`config.mk`:
```
export PLATFORM = sky130hd
export DESIGN_NAME = pipe_stage_reg
export DESIGN_NICKNAME = d
export VERILOG_FILES = /design/src/rtl/pipe_stage_reg.sv
export SDC_FILE = /design/constraint.sdc
export NUM_CORES = 1
export LEC_CHECK = 0
export ABC_AREA = 1
export CORE_AREA = 2 2 141 116
export CTS_BUF_LIST = sky130_fd_sc_hd__clkbuf_8
export CTS_CLUSTER_DIAMETER = 120
export DETAILED_ROUTE_END_ITERATION = 8
export DIE_AREA = 0 0 143 118
export GPL_TIMING_DRIVEN = 0
export MAX_ROUTING_LAYER = met4
export PLACE_DENSITY = 0.87
export RECOVER_POWER = 100
export SLEW_MARGIN = 15
export SYNTH_ARGS = -nofsm -noshare
export SYNTH_HDL_FRONTEND = slang
export SYNTH_SLANG_ARGS = --single-unit
```
`constraint.sdc`:
```
create_clock -name clk -period 3.2 [get_ports clk]
set_clock_uncertainty 0.2 [all_clocks]
set_input_delay 0.64 -clock clk [delete_from_list [all_inputs] [get_ports clk]]
set_output_delay 0.64 -clock clk [all_outputs]
set_load 0.02 [all_outputs]
```
`src/rtl/pipe_stage_reg.sv`:
```
// Pipeline stage register: valid/ready handshake, synchronous flush with bubble insertion, optional 2-entry skid.
// Latency 1 cycle (input transfer at edge N is visible on out_data_o in cycle N+1); one transfer per cycle sustained.
// Backpressure: SKID=1 absorbs one extra beat and drives in_ready_o from a register; SKID=0 passes out_ready_i through combinationally.
//
// Ports:
//   clk, rst            clock, synchronous active-high reset
//   flush_i             squash every held entry and the beat presented this cycle
//   in_valid_i/in_ready_o/in_data_i      upstream handshake and payload
//   out_valid_o/out_ready_i/out_data_o   downstream handshake and payload of the oldest entry
//   count_o             number of live entries (0..1 for SKID=0, 0..2 for SKID=1)
module pipe_stage_reg #(
    parameter int              DATA_W = 96,
    parameter bit              SKID   = 1'b1,
    parameter logic [DATA_W-1:0] BUBBLE = '0
) (
    input  logic              clk,
    input  logic              rst,
    input  logic              flush_i,
    input  logic              in_valid_i,
    output logic              in_ready_o,
    input  logic [DATA_W-1:0] in_data_i,
    output logic              out_valid_o,
    input  logic              out_ready_i,
    output logic [DATA_W-1:0] out_data_o,
    output logic [1:0]        count_o
);

    logic [DATA_W-1:0] main_q, main_d;
    logic              main_vld_q, main_vld_d;
    logic [DATA_W-1:0] skid_q, skid_d;
    logic              skid_vld_q, skid_vld_d;
    logic              in_fire;
    logic              out_fire;

    // With a skid entry, ready is purely the registered "skid empty" flag so
    // there is no combinational path from out_ready_i back to in_ready_o.
    assign in_ready_o  = SKID ? !skid_vld_q : (!main_vld_q || out_ready_i);
    assign out_valid_o = main_vld_q;
    assign out_data_o  = main_q;
    assign count_o     = {1'b0, main_vld_q} + {1'b0, skid_vld_q};

    assign in_fire  = in_valid_i && in_ready_o;
    assign out_fire = main_vld_q && out_ready_i;

    always_comb begin
        main_d     = main_q;
        main_vld_d = main_vld_q;
        skid_d     = skid_q;
        skid_vld_d = skid_vld_q;
        if (flush_i) begin
            // Incoming beat is dropped even when in_fire is true.
            main_d     = BUBBLE;
            main_vld_d = 1'b0;
            skid_vld_d = 1'b0;
        end else if (out_fire) begin
            if (skid_vld_q) begin
                // in_ready_o is low here, so no input can arrive this cycle.
                main_d     = skid_q;
                skid_vld_d = 1'b0;
            end else if (in_fire) begin
                main_d = in_data_i;
            end else begin
                // Emptying keeps the last payload on out_data_o.
                main_vld_d = 1'b0;
            end
        end else if (in_fire) begin
            if (!main_vld_q) begin
                main_d     = in_data_i;
                main_vld_d = 1'b1;
            end else if (SKID) begin
                // Main is full and stalled: park the beat behind it.
                skid_d     = in_data_i;
                skid_vld_d = 1'b1;
            end
        end
    end

    always_ff @(posedge clk) begin
        if (rst) begin
            main_q     <= BUBBLE;
            main_vld_q <= 1'b0;
            skid_q     <= '0;
            skid_vld_q <= 1'b0;
        end else begin
            main_q     <= main_d;
            main_vld_q <= main_vld_d;
            skid_q     <= skid_d;
            skid_vld_q <= skid_vld_d;
        end
    end

endmodule

```
==> metrics.log <==
[metrics] switching portion of total power: 26.52%
[metrics] vias in the first global route: 7626
[metrics] average cell area after synthesis: 6.439 sq um
[metrics] number of distinct library cell variants in the gate-level netlist after synthesis: 23
[metrics] pin count of the biggest net entering global routing: 17
[metrics] status: completed
[metrics] combinational cell fraction of total power: 14.0%
[metrics] commonest non-fill, non-tap cells in the layout: sky130_fd_sc_hd__nand2_1, sky130_fd_sc_hd__nor2_1, sky130_fd_sc_hd__dfxtp_1
[metrics] sequential area share after synthesis: 45.63%
[metrics] Post-Synthesis Net Count: 1424
[metrics] most common cell after layout, fill and taps aside: sky130_fd_sc_hd__nand2_1
[metrics] Worst Hold Margin: 264.4 ps
[metrics] worst setup slack for register-to-register paths: 550 ps
[metrics] width of the die: 143 microns
[metrics] number of buffers inserted to repair setup after CTS: 0
[metrics] f_max: around 360 MHz
[metrics] initial drt markers: roughly 640
[metrics] P&R area growth vs syn: 31.35%
[metrics] worst supply voltage drop on vdd: 0.0002844 V
[metrics] endpoint type of the worst setup path: flop
[metrics] switching power of the nets: 1331 uW
[metrics] starting density of the core: 55.13%
[metrics] final weighted congestion in routability-driven placement: between 0.9 and 1
[metrics] fin nets: about 1600
[metrics] worst r2r dst: out_data_o[42]$_SDFFE_PP0P_
[metrics] Port Buffer Count: 199
[metrics] reg-to-reg startpoint: skid_vld_q$_SDFFE_PP0P_
[metrics] num rows: 41
[metrics] Tcrit/Tclk final: 87.07%
[metrics] CTS Sinks: slightly below 200
[metrics] Setup crit end: out_data_o[42]$_SDFFE_PP0P_
[metrics] arrival time worst endpoint: 2990 ps
[metrics] number of cells produced by synthesis: 1322
[metrics] number of primary I/O pins: ~200
[metrics] first-pass GRT wire length: 38250 microns
[metrics] total track usage: between 20 and 30%
[metrics] synthesis-stage register bit count: 194
[metrics] hold buffer count at CTS: 0
[metrics] CTS H-Tree Depth: 4
[metrics] proportion of power drawn by the clock network: between 30% and 40%
[metrics] detailed-route wire length per cell: 13.64 microns
[metrics] clock root buffer: sky130_fd_sc_hd__clkbuf_8
[metrics] post-CTS clock slew at the launch and capture registers of the worst setup and hold paths: 90 ps
[metrics] post-detailed-route count of antenna-violating nets: 0
[metrics] proportion of layout cells with a drive suffix above 1: 5.216%
[metrics] Final Cell Area: 11180 sq um
[metrics] final setup violation count: 0
[metrics] Worst slew margin: about a third
[metrics] max-slew violation total from the final report: 0
[metrics] routed via count divided by cell count: ~4.9
[metrics] minimum clock period after layout: 2786 ps
[metrics] via count of the routed design: 8635
[metrics] die area: 16870 sq um
[metrics] CTS tree: built
[metrics] cell count of the worst reg-to-reg path: 9
[metrics] type of the setup path with the least slack: in -> reg
[metrics] setup repair after global routing missed its margin: false
[metrics] peak fanout along the critical path: 10
[metrics] placed wire-length estimate: 16820 microns
[metrics] cell area after placement: 10770 sq um
[metrics] Setup crit start: in_valid_i
[metrics] setup tns final: 0 ps
[metrics] power density over the cells: around 450 nW/um^2
[metrics] sequential group share of total power: 50.2%
[metrics] Core ar.: 15440 sq um
[metrics] total wire length after detailed routing: 24130 microns
[metrics] leakage power total: 0.005209 uW
[metrics] worst-skew pair later-pin latency: between 400 and 500 ps
[metrics] required time reported for the critical path endpoint: ~3400 ps
[metrics] post-CTS resize count: 0
[metrics] DRC Markers: 0
[metrics] Hold Fails Final Rpt: 0
[metrics] combined area of all synthesized cells: 8512 sq um
[metrics] Synth warnings: 0
[metrics] cell internal power dissipation: around 3700 uW
[metrics] number of antenna violations at the first check in global routing: 1
[metrics] maximum clock path buffer count: 2
[metrics] CTS buffer count: 17
[metrics] class of the tightest hold or removal check: reg -> reg
[metrics] DR pass1 iterations: 5
[metrics] Critical Path Start Type: primary input
[metrics] max-capacitance violation count: 0
[metrics] worst slew pin tran: 1019 ps
[metrics] vertical die dimension: 118 microns
[metrics] grt total ovfl: 0
## metrics by stage
| step | power, uW | util, % | cells | setup WS (ps) |
|---|---|---|---|---|
| after floorplan | 2952 | - | 1322 | 1328 |
| after global placement | 3277 | 69.77 | 1736 | 290.3 |
| after detailed placement | 3290 | 69.77 | 1736 | 303.3 |
| after CTS | 5040 | 72.64 | 1768 | 643.7 |
| after global routing | 5209 | 72.41 | 1769 | 359.1 |
| final | 5017 | 72.41 | 1769 | 413.7 |
## how the worst min path moves through the flow
stage / slack [ps] / cells after the start / end / from
2_1_floorplan: 250 / 2 / skid_q[0]$_SDFFE_PP0P_ / skid_q[0]$_SDFFE_PP0P_
3_3_place_gp: 250 / 2 / out_data_o[66]$_SDFFE_PP0P_ / out_data_o[66]$_SDFFE_PP0P_
3_5_place_dp: 250 / 2 / out_data_o[66]$_SDFFE_PP0P_ / out_data_o[66]$_SDFFE_PP0P_
4_1_cts: 270 / 2 / out_data_o[66]$_SDFFE_PP0P_ / out_data_o[66]$_SDFFE_PP0P_
5_1_grt: 280 / 2 / out_data_o[70]$_SDFFE_PP0P_ / out_data_o[70]$_SDFFE_PP0P_
6_report: 260 / 2 / out_data_o[58]$_SDFFE_PP0P_ / out_data_o[58]$_SDFFE_PP0P_
## Yosys cell counts
cell	number	area [sq um]
sky130_fd_sc_hd__buf_4	13	97.59
sky130_fd_sc_hd__clkbuf_2	4	20.02
sky130_fd_sc_hd__ha_1	1	12.51
sky130_fd_sc_hd__inv_2	3	11.26
sky130_fd_sc_hd__buf_6	8	90.09
sky130_fd_sc_hd__clkbuf_1	31	116.4
sky130_fd_sc_hd__o21ai_0	90	450.4
sky130_fd_sc_hd__a21oi_4	1	16.27
sky130_fd_sc_hd__buf_2	27	135.1
sky130_fd_sc_hd__dfxtp_1	194	3884
sky130_fd_sc_hd__clkinv_1	1	3.750
sky130_fd_sc_hd__nand3_4	1	17.52
sky130_fd_sc_hd__nor2_4	1	11.26
sky130_fd_sc_hd__nor2_2	2	12.51
sky130_fd_sc_hd__nand2_2	2	12.51
sky130_fd_sc_hd__inv_1	84	315.3
sky130_fd_sc_hd__nor2_1	352	1321
sky130_fd_sc_hd__nand2_4	1	11.26
sky130_fd_sc_hd__nand4_1	16	100.1
sky130_fd_sc_hd__a21oi_1	17	85.08
sky130_fd_sc_hd__o21ai_1	7	35.03
sky130_fd_sc_hd__a211oi_1	1	7.510
sky130_fd_sc_hd__nand2_1	465	1745
## cells by family (layout without fill, tap and decap cells)
kind of cell    Yosys count  count (layout)  synth area share (%)
simple gates            840             840                 37.97
compound gates          116             116                 6.982
buf+inv                 171             402                 9.275
other cells               0               1                     0
flops                   194             194                 45.63
fa+ha+maj                 1               1                0.1470
## critical path, cell delays in order
cell and delay, ps:
sky130_fd_sc_hd__dlygate4sd3_1 560, sky130_fd_sc_hd__nand2_1 190, sky130_fd_sc_hd__nand2_1 110, sky130_fd_sc_hd__nand2_2 160
sky130_fd_sc_hd__clkbuf_1 780, sky130_fd_sc_hd__buf_4 320, sky130_fd_sc_hd__nand2_1 60, sky130_fd_sc_hd__a21oi_1 140
## registers in the layout, indices dropped and copies added, names as in the netlist
register     count
out_valid_o      1
skid_q          96
out_data_o      96
skid_vld_q       1
## final cells by class
class	count	area, sq um
well taps	215	269.0
plain buffers	83	430.4
clock inverters	13	182.7
diodes	1	2.502
inverters	88	330.3
flip-flops and latches	194	3884
multi-input cells	957	3829
clock buffers	19	261.5
fillers	1330	4260
repair buffers	199	1992
## routing by layer
metal	vias to the layer above	GRT usage, %	routed length, microns
li1	4432	-	-
met1	3888	39.29	11010
met2	287	44.89	11090
met3	28	6.143	1669
met4	0	7.921	360
met5	-	-	0
## power by group through the flow
stage	clock (uW)	sequential, uW	combinational [uW]
floorplan	0	2640	316
global placement	0	2570	704
detailed placement	0	2580	714
CTS	1800	2520	721
global route	1910	2530	773
finish	1800	2520	701
No activity file was read; power rests on OpenSTA's default activity.
